`config.mk`:
```
export PLATFORM = sky130hd
export DESIGN_NAME = keypad_scanner
export DESIGN_NICKNAME = d
export VERILOG_FILES = /design/src/rtl/keypad_scanner.sv
export SDC_FILE = /design/constraint.sdc
export NUM_CORES = 1
export LEC_CHECK = 0
export CAP_MARGIN = 25
export CORE_MARGIN = 2
export CORE_UTILIZATION = 40
export CTS_CLUSTER_DIAMETER = 50
export CTS_CLUSTER_SIZE = 40
export DETAILED_ROUTE_END_ITERATION = 8
export PLACE_DENSITY_LB_ADDON = 0.08
export SYNTH_ARGS = -nofsm -noshare
export SYNTH_HDL_FRONTEND = slang
export SYNTH_SLANG_ARGS = --single-unit
```
`constraint.sdc`:
```
create_clock -name clk -period 6.4 [get_ports clk]
set_input_delay 1.92 -clock clk [delete_from_list [all_inputs] [get_ports clk]]
set_output_delay 1.92 -clock clk [all_outputs]
set_load 0.01 [all_outputs]
```
`src/rtl/keypad_scanner.sv`:
```
// keypad_scanner: 4x4 hex matrix keypad scanner with debounce
// and an 8-digit shift buffer that feeds the seven-segment display.
module keypad_scanner #(
    parameter int scan_speed      = 16,
    parameter int debounce_cycles = 1000000
) (
    input  logic       clk,
    input  logic       reset,
    input  logic [3:0] row,
    input  logic       clear,
    output logic [3:0] col,
    output logic       key_valid,
    output logic [3:0] key_code,
    output logic       key_held,
    output logic [3:0] digits [0:7]
);

    localparam int DW = $clog2(debounce_cycles + 1);

    localparam logic [DW-1:0] DEB_ONE  = DW'(1);
    localparam logic [DW-1:0] DEB_LAST = DW'(debounce_cycles - 1);
    localparam logic [DW-1:0] DEB_MAX  = DW'(debounce_cycles);

    localparam logic [scan_speed-1:0] DWELL_ONE = scan_speed'(1);

    typedef enum logic [1:0] {
        SCAN     = 2'd0,
        DEBOUNCE = 2'd1,
        HELD     = 2'd2,
        RELEASE  = 2'd3
    } state_t;

    state_t                state_q,     state_d;
    logic [scan_speed-1:0] dwell_q,     dwell_d;
    logic [1:0]            col_idx_q,   col_idx_d;
    logic [1:0]            row_idx_q,   row_idx_d;
    logic [DW-1:0]         deb_q,       deb_d;
    logic                  key_valid_q, key_valid_d;
    logic [3:0]            key_code_q,  key_code_d;
    logic [3:0]            digits_q [0:7];
    logic [3:0]            digits_d [0:7];

    logic [3:0] sync1_q;
    logic [3:0] rs_q;

    logic       hit;
    logic [1:0] hit_idx;
    logic       match;
    logic       all_high;
    logic       dwell_last;
    logic       accept;
    logic [DW-1:0] deb_inc;

    // Hex value printed on each key, indexed by row and column.
    function automatic logic [3:0] key_map(
        input logic [1:0] r,
        input logic [1:0] c
    );
        logic [3:0] v;
        case ({r, c})
            4'b00_00: v = 4'h1;
            4'b00_01: v = 4'h2;
            4'b00_10: v = 4'h3;
            4'b00_11: v = 4'hA;
            4'b01_00: v = 4'h4;
            4'b01_01: v = 4'h5;
            4'b01_10: v = 4'h6;
            4'b01_11: v = 4'hB;
            4'b10_00: v = 4'h7;
            4'b10_01: v = 4'h8;
            4'b10_10: v = 4'h9;
            4'b10_11: v = 4'hC;
            4'b11_00: v = 4'h0;
            4'b11_01: v = 4'hF;
            4'b11_10: v = 4'hE;
            default:  v = 4'hD;
        endcase
        return v;
    endfunction

    // Two-flop synchronizer for the asynchronous row lines.
    always_ff @(posedge clk) begin
        if (reset) begin
            sync1_q <= 4'h0;
            rs_q    <= 4'h0;
        end else begin
            sync1_q <= row;
            rs_q    <= sync1_q;
        end
    end

    // Find which single row is pulled low; ghosted patterns are not a hit.
    always_comb begin
        hit     = 1'b0;
        hit_idx = 2'd0;
        case (rs_q)
            4'b1110: begin hit = 1'b1; hit_idx = 2'd0; end
            4'b1101: begin hit = 1'b1; hit_idx = 2'd1; end
            4'b1011: begin hit = 1'b1; hit_idx = 2'd2; end
            4'b0111: begin hit = 1'b1; hit_idx = 2'd3; end
            default: begin hit = 1'b0; hit_idx = 2'd0; end
        endcase
    end

    assign match      = (rs_q == ~(4'b0001 << row_idx_q));
    assign all_high   = (rs_q == 4'hF);
    assign dwell_last = (dwell_q == '1);
    assign deb_inc    = (deb_q == DEB_MAX) ? deb_q : deb_q + DEB_ONE;

    // Scan / debounce / hold / release sequencing.
    always_comb begin
        state_d   = state_q;
        dwell_d   = '0;
        col_idx_d = col_idx_q;
        row_idx_d = row_idx_q;
        deb_d     = deb_q;
        accept    = 1'b0;
        case (state_q)
            SCAN: begin
                dwell_d = dwell_q + DWELL_ONE;
                if (dwell_last) begin
                    if (hit) begin
                        row_idx_d = hit_idx;
                        deb_d     = '0;
                        state_d   = DEBOUNCE;
                    end else begin
                        col_idx_d = col_idx_q + 2'd1;
                    end
                end
            end
            DEBOUNCE: begin
                if (!match) begin
                    deb_d     = '0;
                    col_idx_d = col_idx_q + 2'd1;
                    state_d   = SCAN;
                end else if (deb_q == DEB_LAST) begin
                    deb_d   = deb_inc;
                    accept  = 1'b1;
                    state_d = HELD;
                end else begin
                    deb_d = deb_inc;
                end
            end
            HELD: begin
                if (all_high) begin
                    deb_d   = '0;
                    state_d = RELEASE;
                end
            end
            RELEASE: begin
                if (!all_high) begin
                    deb_d   = '0;
                    state_d = HELD;
                end else if (deb_q == DEB_LAST) begin
                    deb_d     = '0;
                    col_idx_d = col_idx_q + 2'd1;
                    state_d   = SCAN;
                end else begin
                    deb_d = deb_inc;
                end
            end
            default: begin
                state_d = SCAN;
            end
        endcase
    end

    // Key outputs and digit buffer; clear beats a same-cycle shift.
    always_comb begin
        key_valid_d = accept;
        key_code_d  = key_code_q;
        for (int i = 0; i < 8; i++) begin
            digits_d[i] = digits_q[i];
        end
        if (accept) begin
            key_code_d = key_map(row_idx_q, col_idx_q);
        end
        if (clear) begin
            for (int i = 0; i < 8; i++) begin
                digits_d[i] = 4'h0;
            end
        end else if (accept) begin
            for (int i = 7; i > 0; i--) begin
                digits_d[i] = digits_q[i-1];
            end
            digits_d[0] = key_map(row_idx_q, col_idx_q);
        end
    end

    // State, counter and output registers.
    always_ff @(posedge clk) begin
        if (reset) begin
            state_q     <= SCAN;
            dwell_q     <= '0;
            col_idx_q   <= 2'd0;
            row_idx_q   <= 2'd0;
            deb_q       <= '0;
            key_valid_q <= 1'b0;
            key_code_q  <= 4'h0;
            for (int i = 0; i < 8; i++) begin
                digits_q[i] <= 4'h0;
            end
        end else begin
            state_q     <= state_d;
            dwell_q     <= dwell_d;
            col_idx_q   <= col_idx_d;
            row_idx_q   <= row_idx_d;
            deb_q       <= deb_d;
            key_valid_q <= key_valid_d;
            key_code_q  <= key_code_d;
            for (int i = 0; i < 8; i++) begin
                digits_q[i] <= digits_d[i];
            end
        end
    end

    assign col       = ~(4'b0001 << col_idx_q);
    assign key_valid = key_valid_q;
    assign key_code  = key_code_q;
    assign key_held  = (state_q == HELD) || (state_q == RELEASE);
    assign digits    = digits_q;

endmodule

```
==> flow_summary_export.csv <==
group,metric,value,unit
setup_path,endpoint_kind,"output pin",
clocking,cts_hold_buf,0,
global_routing,grt_use_total,15.7,%
synthesis,ys_seq_elements,87,
power,total_power,980,uW
power,vdd_drop_max,0.116,mV
timing,hold_violations,0,
clocking,ctsLongestPathBuffers,2,
clocking,cts_buffers,9,
synthesis,synth_top_cell_area_share,45.3,%
drt,wl,7.72,mm
clocking,cts.repair.resized,0,
drt,dr_total_vias,3179,
clocking,cts_tree,"built",
synthesis,synth_cells,468,
floorplanning,die_w,102,um
floorplanning,die-area,10400,sq um
timing,maxSlewHeadroom,49.1,%
floorplanning,coreArea,9280,sq um
global_routing,grt_max_degree,36,
power,powerDensity,212,nW/um^2
setup_path,cp.arrival,1780,ps
synthesis,syn-num-nets,483,
setup_path,crit_fanout,6,
timing,rsz0062_at_grt,"false",
placed_design,place_ws,2720,ps
timing,setup_viol,0,
floorplanning,io_pins,49,
timing,finalClockSkew,8.32,ps
synthesis,synth-edff-count,0,
finish,fin_util,49.8,%
timing,setup_slack,2700,ps
run,maxCapViolCount,0,
synthesis,yosys-top-cells-area,"dfxtp_1 (45%), nand2_1 (8.4%), a21oi_1 (6.0%), nand3_1 (3.6%), nor2_1 (3.6%)",
drt,drc_errors,0,
synthesis,yosys_warnings,0,
finish,layout.nets,520,
global_routing,antenna_found_initial,0,
setup_path,worstSetupStartpointType,"flop",
drt,wl_per_cell,12.1,um
synthesis,async_flop_share,0,%
global_routing,grt_pass1_wl,13.3,mm
setup_path,crit_start,"col_idx_q[0]$_SDFFE_PP0P_",
clocking,root_buffer,"clkbuf_8",
clocking,numClockSinks,87,
synthesis,synth.distinct_cells,54,
status,outcome,"complete, no violations",
timing,tightest_slew,761,ps
drt,drt-initial-drc-count,82,
clocking,post_cts_buffers,0,
timing,post-route-period-util,57.9,%
synthesis,syn_area,3840,sq um
timing,setup_tns,0,ps
floorplanning,die_h,102,um
synthesis,yosys_most_used_dff,"dfxtp_1",
hold_path,hold_path.class,"reg -> reg",
timing,fmaxAchievable,270,MHz
synthesis,synth.largest_area_cell,"dfxtp_1",
finish,drive_gt1_share,6.27,%
clocking,clk_pin_slew,90,ps
setup_path,r2r-start,"deb_q[0]$_SDFFE_PP0P_",
placed_design,io_buffers,48,
floorplanning,core.rowCount,35,
clocking,htreeDepth,3,
placed_design,postPlaceCellArea,4410,sq um
placed_design,hpwl,5.33,mm
timing,drv_slew,0,
finish,syn_to_final_growth,20.3,%
setup_path,crit_type,"reg -> out",
synthesis,avgSynthCellArea,8.21,sq um
global_routing,grt_pass1_vias,2943,
power,p_leak,0.00155,uW
timing,period_minus_slack,3700,ps
global_routing,overflow,0,
synthesis,ys_seq_area_share,45.3,%
clocking,clk_latency,350,ps
setup_path,required,4480,ps
drt,ant_nets,0,
placed_design,gp_congestion,0.740,
drt,via_per_inst,4.97,
floorplanning,start_util,41.4,%
finish,fillers,932,
finish,final_area,4620,sq um
drt,dr.pass1.iters,4,
hold_path,worstHoldStart,"dwell_q[0]$_SDFF_PP0_",
finish,n_antenna_cell,0,
-- report_power, final --
group	internal (uW)	switching [uW]
Combinational	10.2	13.3
Clock	198	210
Sequential	545	2.91
Total	753	227
-- area by class of cell --
class	count	area, sq um	area share, %
well taps	129	161	3.49
flip-flops and latches	87	1740	37.7
repair buffers	52	514	11.1
inverters	13	48.8	1.06
clock inverters	6	75.1	1.62
multi-input cells	342	1940	42.0
clock buffers	10	138	2.98
-- flip-flops by register name, indices dropped and copies added (netlist names) --
signal,cells
deb_q,20
state_q,2
key_code,4
rs_q,4
digits,32
sync1_q,4
key_valid,1
col_idx_q,2
row_idx_q,2
dwell_q,16
-- metrics by stage --
stage / cells / hold slack (ps)
after CTS: 639 / 448
after global placement: 622 / 420
after detailed placement: 623 / 427
after floorplan: 468 / 413
after global routing: 639 / 461
final: 639 / 444
-- metal layers --
layer	vias to the layer above	GRT usage, %	wire, um
met5	-	0	0
met2	46	27.3	3570
met3	11	2.74	303
met4	0	6.15	116
li1	1663	-	-
met1	1459	19.4	3730
-- cell usage in the layout, fill, tap and decap left out, types with 2 or more instances in the layout --
| cell | instances |
|---|---|
| a211oi_1 | 3 |
| a21boi_1 | 2 |
| a21o_1 | 2 |
| a21oi_1 | 46 |
| a21oi_2 | 2 |
| a22o_1 | 5 |
| a31oi_1 | 3 |
| and3_1 | 10 |
| and4_1 | 2 |
| buf_4 | 3 |
| clkbuf_8 | 10 |
| clkdlybuf4s50_1 | 48 |
| dfxtp_1 | 87 |
| ha_1 | 8 |
| inv_1 | 12 |
| inv_6 | 3 |
| mux2i_1 | 7 |
| nand2_1 | 86 |
| nand2b_1 | 9 |
| nand3_1 | 28 |
| nand4_1 | 7 |
| nor2_1 | 37 |
| nor2b_1 | 10 |
| nor3_1 | 7 |
| o21ai_0 | 9 |
| o21ai_1 | 7 |
| or2_2 | 3 |
| or2b_1 | 2 |
| or3_1 | 4 |
| xnor2_1 | 9 |
| xor2_1 | 11 |
-- Yosys cell counts (2+ instances only) --
| cell type | instances |
|---|---|
| a211oi_1 | 3 |
| a21boi_1 | 2 |
| a21o_1 | 2 |
| a21oi_1 | 46 |
| a21oi_2 | 2 |
| a22o_1 | 5 |
| a31oi_1 | 3 |
| and3_1 | 10 |
| and4_1 | 2 |
| buf_2 | 8 |
| clkbuf_1 | 17 |
| dfxtp_1 | 87 |
| ha_1 | 8 |
| inv_1 | 12 |
| mux2i_1 | 7 |
| nand2_1 | 86 |
| nand2b_1 | 9 |
| nand3_1 | 28 |
| nand4_1 | 7 |
| nor2_1 | 37 |
| nor2b_1 | 10 |
| nor3_1 | 7 |
| o21ai_0 | 9 |
| o21ai_1 | 7 |
| or2_2 | 3 |
| or2b_1 | 2 |
| or3_1 | 4 |
| xnor2_1 | 9 |
| xor2_1 | 11 |
-- critical path, stage by stage, from the launching register on --
cell	delay [ps]
dfxtp_1	450
inv_1	120
ha_1	250
inv_1	80
clkdlybuf4s50_1	530
-- final timing paths --
path,endpoint,slack (ps),depth (start not counted)
setup / recovery,col[0],2700,4
hold / removal,dwell_q[0]$_SDFF_PP0_,440,1
setup reg to reg,digits[31]$_SDFFE_PP0P_,3820,7
hold reg to reg,dwell_q[0]$_SDFF_PP0_,440,1
-- cells by family after synthesis --
kind of cell | after synthesis | share of synthesized area, %
simple gates | 215 | 26.8
mux | 8 | 2.12
xor+xnor | 20 | 4.56
buf+inv | 39 | 4.10
compound gates | 91 | 14.4
fa+ha+maj | 8 | 2.61
flops | 87 | 45.3
Power figures use the tool's default switching activity.
